===== config.mk =====
export PLATFORM = sky130hd
export DESIGN_NAME = rank_owner_arbiter
export DESIGN_NICKNAME = d
export VERILOG_FILES = /design/src/rtl/rank_arb_pkg.sv /design/src/rtl/rank_starve_counter.sv /design/src/rtl/rank_owner_arbiter.sv
export SDC_FILE = /design/constraint.sdc
export NUM_CORES = 1
export LEC_CHECK = 0
export ABC_AREA = 1
export CAP_MARGIN = 20
export CORE_ASPECT_RATIO = 1.2
export CORE_MARGIN = 10
export CORE_UTILIZATION = 33
export CTS_CLUSTER_SIZE = 8
export DETAILED_ROUTE_END_ITERATION = 8
export PLACE_DENSITY = 0.58
export SLEW_MARGIN = 30
export SYNTH_ARGS = -nofsm -noshare
export SYNTH_HDL_FRONTEND = slang
export SYNTH_SLANG_ARGS = --single-unit

===== constraint.sdc =====
create_clock -name clk -period 2.1 [get_ports clk]
set_input_delay 0.21 -clock clk [delete_from_list [all_inputs] [get_ports clk]]
set_output_delay 0.21 -clock clk [all_outputs]
set_load 0.005 [all_outputs]

===== src/rtl/rank_arb_pkg.sv =====
// Shared types and encodings for the rank owner arbiter.
// Imported by the arbiter top and its starvation counter.
package rank_arb_pkg;

    typedef enum logic [1:0] {
        IDLE     = 2'd0,
        HOST_OWN = 2'd1,
        NMT_OWN  = 2'd2,
        TURN     = 2'd3
    } arb_state_e;

    localparam logic [1:0] NMT_WRITE  = 2'b00;
    localparam logic [1:0] NMT_READ   = 2'b01;
    localparam logic       HOST_READ  = 1'b0;
    localparam logic       HOST_WRITE = 1'b1;
    localparam logic       OWNER_HOST = 1'b0;
    localparam logic       OWNER_NMT  = 1'b1;

    typedef struct packed {
        logic valid;
        logic owner;
        logic write;
    } rank_cmd_t;

    // Only the exact WRITE code is a write; every other NMT code reads.
    function automatic logic nmt_is_write(input logic [1:0] op);
        return op == NMT_WRITE;
    endfunction

endpackage


===== src/rtl/rank_starve_counter.sv =====
// Saturating wait counter for a pending requester.
// Clear wins over increment; the count never passes LIMIT.
module rank_starve_counter
    import rank_arb_pkg::*;
#(
    parameter int WIDTH = 4,
    parameter int LIMIT = 8
) (
    input  logic             clk,
    input  logic             rst_n,
    input  logic             inc,
    input  logic             clr,
    output logic [WIDTH-1:0] count,
    output logic             at_limit
);

    localparam logic [WIDTH-1:0] LIMIT_V = WIDTH'(LIMIT);

    logic [WIDTH-1:0] count_q;
    logic [WIDTH-1:0] count_d;

    // Next count: clear, else increment until the limit is reached.
    always_comb begin
        count_d = count_q;
        if (clr) begin
            count_d = '0;
        end else if (inc && (count_q != LIMIT_V)) begin
            count_d = count_q + 1'b1;
        end
    end

    // Count register with synchronous reset.
    always_ff @(posedge clk) begin
        if (!rst_n) begin
            count_q <= '0;
        end else begin
            count_q <= count_d;
        end
    end

    assign count    = count_q;
    assign at_limit = (count_q == LIMIT_V);

endmodule


===== src/rtl/rank_owner_arbiter.sv =====
// Arbitrates one DRAM rank between the host and the NMT engine,
// inserting turnaround gaps on owner changes and bounding NMT waits.
module rank_owner_arbiter
    import rank_arb_pkg::*;
#(
    parameter int TURNAROUND_CYC = 2,
    parameter int STARVE_LIMIT   = 8
) (
    input  logic       clk,
    input  logic       rst_n,
    input  logic       host_req_valid,
    input  logic       host_req_op,
    output logic       host_req_ready,
    input  logic       nmt_req_valid,
    input  logic [1:0] nmt_req_op,
    output logic       nmt_req_ready,
    input  logic       rank_busy,
    output logic       rank_cmd_valid,
    output logic       rank_cmd_owner,
    output logic       rank_cmd_write,
    output logic       context_switch,
    output logic [3:0] starve_count
);

    localparam logic [3:0] TURN_LAST = 4'(TURNAROUND_CYC - 1);

    arb_state_e state_q, state_d;
    logic       target_q, target_d;
    logic       last_owner_q, last_owner_d;
    logic [3:0] turn_cnt_q, turn_cnt_d;
    logic       nmt_seen_q, nmt_seen_d;
    logic       last_nmt_wr_q, last_nmt_wr_d;
    logic       cs_q, cs_d;
    rank_cmd_t  cmd_q, cmd_d;

    logic host_acc;
    logic nmt_acc;
    logic starve_hit;
    logic at_limit;
    logic nmt_wr_eff;
    logic pick_valid;
    logic pick_owner;

    assign host_req_ready = (state_q == HOST_OWN) & ~rank_busy;
    assign nmt_req_ready  = (state_q == NMT_OWN) & ~rank_busy;
    assign host_acc       = host_req_valid & host_req_ready;
    assign nmt_acc        = nmt_req_valid & nmt_req_ready;
    assign starve_hit     = nmt_req_valid & at_limit;

    rank_starve_counter #(
        .WIDTH (4),
        .LIMIT (STARVE_LIMIT)
    ) u_starve (
        .clk      (clk),
        .rst_n    (rst_n),
        .inc      (nmt_req_valid & ~nmt_acc),
        .clr      (~nmt_req_valid | nmt_acc),
        .count    (starve_count),
        .at_limit (at_limit)
    );

    // Owner choice from IDLE: starved NMT, then host, then NMT.
    always_comb begin
        pick_valid = 1'b1;
        pick_owner = OWNER_HOST;
        if (starve_hit) begin
            pick_owner = OWNER_NMT;
        end else if (host_req_valid) begin
            pick_owner = OWNER_HOST;
        end else if (nmt_req_valid) begin
            pick_owner = OWNER_NMT;
        end else begin
            pick_valid = 1'b0;
        end
    end

    // Ownership FSM next state plus command and predictor outputs.
    always_comb begin
        state_d       = state_q;
        target_d      = target_q;
        last_owner_d  = last_owner_q;
        turn_cnt_d    = '0;
        cs_d          = 1'b0;
        nmt_wr_eff    = nmt_acc ? nmt_is_write(nmt_req_op) : last_nmt_wr_q;
        last_nmt_wr_d = nmt_wr_eff;

        cmd_d.valid = host_acc | nmt_acc;
        cmd_d.owner = nmt_acc ? OWNER_NMT : OWNER_HOST;
        cmd_d.write = nmt_acc ? nmt_is_write(nmt_req_op)
                              : (host_acc & (host_req_op == HOST_WRITE));

        unique case (state_q)
            IDLE: begin
                if (!rank_busy && pick_valid) begin
                    if (pick_owner == last_owner_q) begin
                        state_d = (pick_owner == OWNER_NMT) ? NMT_OWN
                                                            : HOST_OWN;
                    end else begin
                        state_d  = TURN;
                        target_d = pick_owner;
                    end
                end
            end
            HOST_OWN: begin
                if (!rank_busy) begin
                    if (starve_hit || (!host_req_valid && nmt_req_valid)) begin
                        state_d  = TURN;
                        target_d = OWNER_NMT;
                    end else if (!host_req_valid) begin
                        state_d = IDLE;
                    end
                end
            end
            NMT_OWN: begin
                if (!rank_busy) begin
                    if (host_req_valid && (nmt_seen_q || nmt_acc)) begin
                        state_d  = TURN;
                        target_d = OWNER_HOST;
                        cs_d     = (host_req_op == HOST_READ) & nmt_wr_eff;
                    end else if (!nmt_req_valid) begin
                        state_d = IDLE;
                    end
                end
            end
            TURN: begin
                if (turn_cnt_q >= TURN_LAST) begin
                    if (target_q == OWNER_NMT) begin
                        state_d = nmt_req_valid ? NMT_OWN : IDLE;
                    end else begin
                        state_d = host_req_valid ? HOST_OWN : IDLE;
                    end
                    if (state_d != IDLE) begin
                        last_owner_d = target_q;
                    end
                end else begin
                    turn_cnt_d = turn_cnt_q + 1'b1;
                end
            end
            default: state_d = IDLE;
        endcase

        nmt_seen_d = (state_q == NMT_OWN) && (state_d == NMT_OWN)
                   ? (nmt_seen_q | nmt_acc) : 1'b0;
    end

    // State and output registers with synchronous reset.
    always_ff @(posedge clk) begin
        if (!rst_n) begin
            state_q       <= IDLE;
            target_q      <= OWNER_HOST;
            last_owner_q  <= OWNER_HOST;
            turn_cnt_q    <= '0;
            nmt_seen_q    <= 1'b0;
            last_nmt_wr_q <= 1'b0;
            cs_q          <= 1'b0;
            cmd_q         <= '0;
        end else begin
            state_q       <= state_d;
            target_q      <= target_d;
            last_owner_q  <= last_owner_d;
            turn_cnt_q    <= turn_cnt_d;
            nmt_seen_q    <= nmt_seen_d;
            last_nmt_wr_q <= last_nmt_wr_d;
            cs_q          <= cs_d;
            cmd_q         <= cmd_d;
        end
    end

    assign rank_cmd_valid = cmd_q.valid;
    assign rank_cmd_owner = cmd_q.owner;
    assign rank_cmd_write = cmd_q.write;
    assign context_switch = cs_q;

endmodule


==> impl_results.md <==
* Yosys cell types at 24
* R2R cell count at 13
* Sequential power share at 36.2%
* Post-CTS setup buffers at 0
* Most frequent cells in the layout: 29 x inv_1, 26 x nand2_1, 18 x dfxtp_1
* Peak VDD IR at 0.000373 V
* Die Ht at 82.7 um
* Num CTS Buffers at 3
* Worst reg2reg path startpoint: u_starve.count[0]
* Comb pwr share at 45.3%
* DR DRC count at 0
* Placement Cell Area at 1320 sq um
* Synth Area in Simple Gates at 27.5%
* DP Worst Slack at 0.187 ns
* Worst hold slack at 0.480 ns
* Largest net degree at the start of global routing at 11
* Reg2reg setup slack at 0.21 ns
* Switching portion of total power at roughly two fifths
* Fmax at 485 MHz
* Clock Path Buffers at 2
* Leakage at 0.611 nW
* Setup CP Type: reg2out
* GRT Overall Usage at 8.78%
* Pint at 0.709 mW
* Die Wd at 72.3 um
* Finished Cell Area at 1370 sq um
* Largest family of logic cells by synthesized area: simple AND/OR/NAND/NOR gates
* Final period util at a little over nine tenths
* Crit Reg-Reg Endpoint: target_q
* Post-CTS Hold Fix Bufs at 0
* Vias in the first global route at about 980
* Clock Skew at slightly below 0.007 ns
* H-tree depth at 1
* Syn_area_per_cell at around 7.4 sq um
* Final net count at ~190
* Post-layout util at between 40% and 50%
* Mux contribution to synthesized area at 0%
* MaxCap Viol Count at 0
* Vias at 992
* RSZ-0062 raised after global routing: yes
* Final Power at 1.18 mW
* Critical Path Sink Type: output port
* Post-Synth XOR/XNOR Area at less than 1%
* Commonest non-fill, non-tap cell in the layout: inv_1
* Antenna violations before repair at 0
* Register area at 360 sq um
* Synth Area in Adders at 13.9%
* Syn Std Cell Area at 1080 sq um
* CTS Root Cell: clkbuf_4
* Endpoints failing setup at 0
* Critical Path Sink: host_req_ready
* Routed Wire Length at 2.50 mm
* Final global-route overflow total at 0
* TritonCTS Sinks at 18
* Crit path time final at 2.06 ns
* I/O pins at 18
* Worst EP required at 1.89 ns
* Clk_lat worst skew at 0.30 ns
* 1st-iter DRT viols at 27
* Multi-input logic area at around 600 sq um
* Fillers at roughly 320
* Worst Setup SP: state_q[1]
* DRT antenna net count at 0
* Outcome: complete, no violations
* PwrDens at 862 nW/um^2
* Total Die Area at 5980 sq um
* Area grow syn2layout at 26.7%
* Worst Hold Class: reg2reg
* TritonCTS clock tree: built
* Vias/cell at 4.79
* Pre-antenna DRT Iters at 4
* Flops & latches, synth at 18
* P_sw at 0.472 mW
* Final HPWL DP at roughly 2 mm
* Syn Inst Count at 147
* Seq/Total Area, Yosys at 33.3%
* Core area at 3110 sq um
* Clock share of power at between 15 and 20%
* Average wire per standard cell at ~12 um
* Antenna cells at 0
* Port-buffer cells at 17
* Initial Util at approximately a third
* Routability cong. at roughly 0.84
* First-pass GRT wire length at between 4 and 5 mm
* Complex-gate fraction of the synthesized area at between 10% and 20%
* Crit-path max FO at 5
* CP Data Arrival Time at 1.85 ns
* YS warnings at 0
* Final hold violation count at 0
* Rows at 22
* Worst Setup Start Kind: flop
* Syn_nets at 167
* CTS clk-pin slew, worst paths at 0.10 ns
* Final WS setup at 0.0386 ns
* Layout cells sized above 1 at 11.7%
* Max-slew violations at 0
[Yosys cell counts]
| master | count | area [sq um] |
|---|---|---|
| a211oi_1 | 1 | 7.51 |
| a21oi_1 | 11 | 55.1 |
| buf_4 | 1 | 7.51 |
| conb_1 | 1 | 3.75 |
| dfxtp_1 | 18 | 360 |
| ha_1 | 12 | 150 |
| inv_1 | 29 | 109 |
| inv_2 | 1 | 3.75 |
| nand2_1 | 26 | 97.6 |
| nand2_2 | 2 | 12.5 |
| nand3_1 | 9 | 45.0 |
| nand3_2 | 1 | 10.0 |
| nand3_4 | 1 | 17.5 |
| nand4_1 | 4 | 25.0 |
| nor2_1 | 14 | 52.6 |
| nor2_4 | 1 | 11.3 |
| nor3_1 | 1 | 5.00 |
| nor3_2 | 1 | 10.0 |
| o211ai_4 | 1 | 21.3 |
| o21a_1 | 1 | 7.51 |
| o21ai_0 | 8 | 40.0 |
| o21ai_2 | 1 | 8.76 |
| or3_4 | 1 | 11.3 |
| xnor2_1 | 1 | 8.76 |
[area by class of cell]
class	instances	share of cell area [%]
sequential	18	26.3
multi-input combinational	98	44.9
tap	36	3.29
inverter	30	8.22
clock buffer	4	2.65
timing repair buffer	21	14.6
[cells by family (layout without fill, tap and decap cells)]
family          count (synthesis)  after routing
fa+ha+maj                      12             12
flops                          18             18
simple gates                   61             61
xor+xnor                        1              1
compound gates                 23             23
buf+inv                        31             55
other cells                     1              1
[critical path: stages (launching register included)]
cell,delay [ns]
dfxtp_1,0.40
inv_1,0.13
ha_1,0.24
inv_1,0.08
nor2_1,0.16
clkdlybuf4s50_1,0.54
[flip-flops by register name, summed over array words and instances, names as in the netlist]
signal	count
target_q	1
rank_cmd_write	1
last_nmt_wr_q	1
last_owner_q	1
turn_cnt_q	4
state_q	2
context_switch	1
nmt_seen_q	1
rank_cmd_owner	1
rank_cmd_valid	1
u_starve.count	4
[metrics by stage]
| stage | instances | TNS [ns] |
|---|---|---|
| after global routing | 207 | -0.102 |
| after floorplan | 147 | 0 |
| after global placement | 203 | 0 |
| final | 207 | 0 |
| after detailed placement | 203 | 0 |
| after CTS | 207 | 0 |
[power by group through the flow]
stage / sequential (mW) / clock (mW) / combinational [mW]
2_1_floorplan: 0.416 / 0 / 0.366
3_3_place_gp: 0.429 / 0 / 0.509
3_5_place_dp: 0.430 / 0 / 0.519
4_1_cts: 0.427 / 0.228 / 0.537
5_1_grt: 0.434 / 0.240 / 0.609
6_report: 0.427 / 0.218 / 0.535
[timing repair]
action	in CTS	in global routing
endpoints found under the setup margin	1	3
hold endpoints to repair	0	0
gates cloned	0	0
gates resized for setup	2	1
pin swaps	0	0
[worst min-delay path by stage]
stage	startpoint	cells past startpoint	to	slack (ns)
detailed placement	turn_cnt_q[0]	1	turn_cnt_q[0]	0.46
floorplan	host_req_op	1	context_switch	0.28
finish	turn_cnt_q[0]	1	turn_cnt_q[0]	0.48
CTS	turn_cnt_q[0]	1	turn_cnt_q[0]	0.48
global route	host_req_op	2	context_switch	0.50
global placement	turn_cnt_q[0]	1	turn_cnt_q[0]	0.44
[metal layers]
metal | vias up | share of wire (%) | GRT usage (%) | wire length, um
li1 | 511 | - | - | -
met1 | 443 | 45 | 8.89 | 1130
met2 | 30 | 47 | 15.5 | 1170
met3 | 8 | 6.4 | 3.22 | 159
met4 | 0 | 1.8 | 4.65 | 46
met5 | - | 0 | 0 | 0
(Power assumes the default switching activity.)
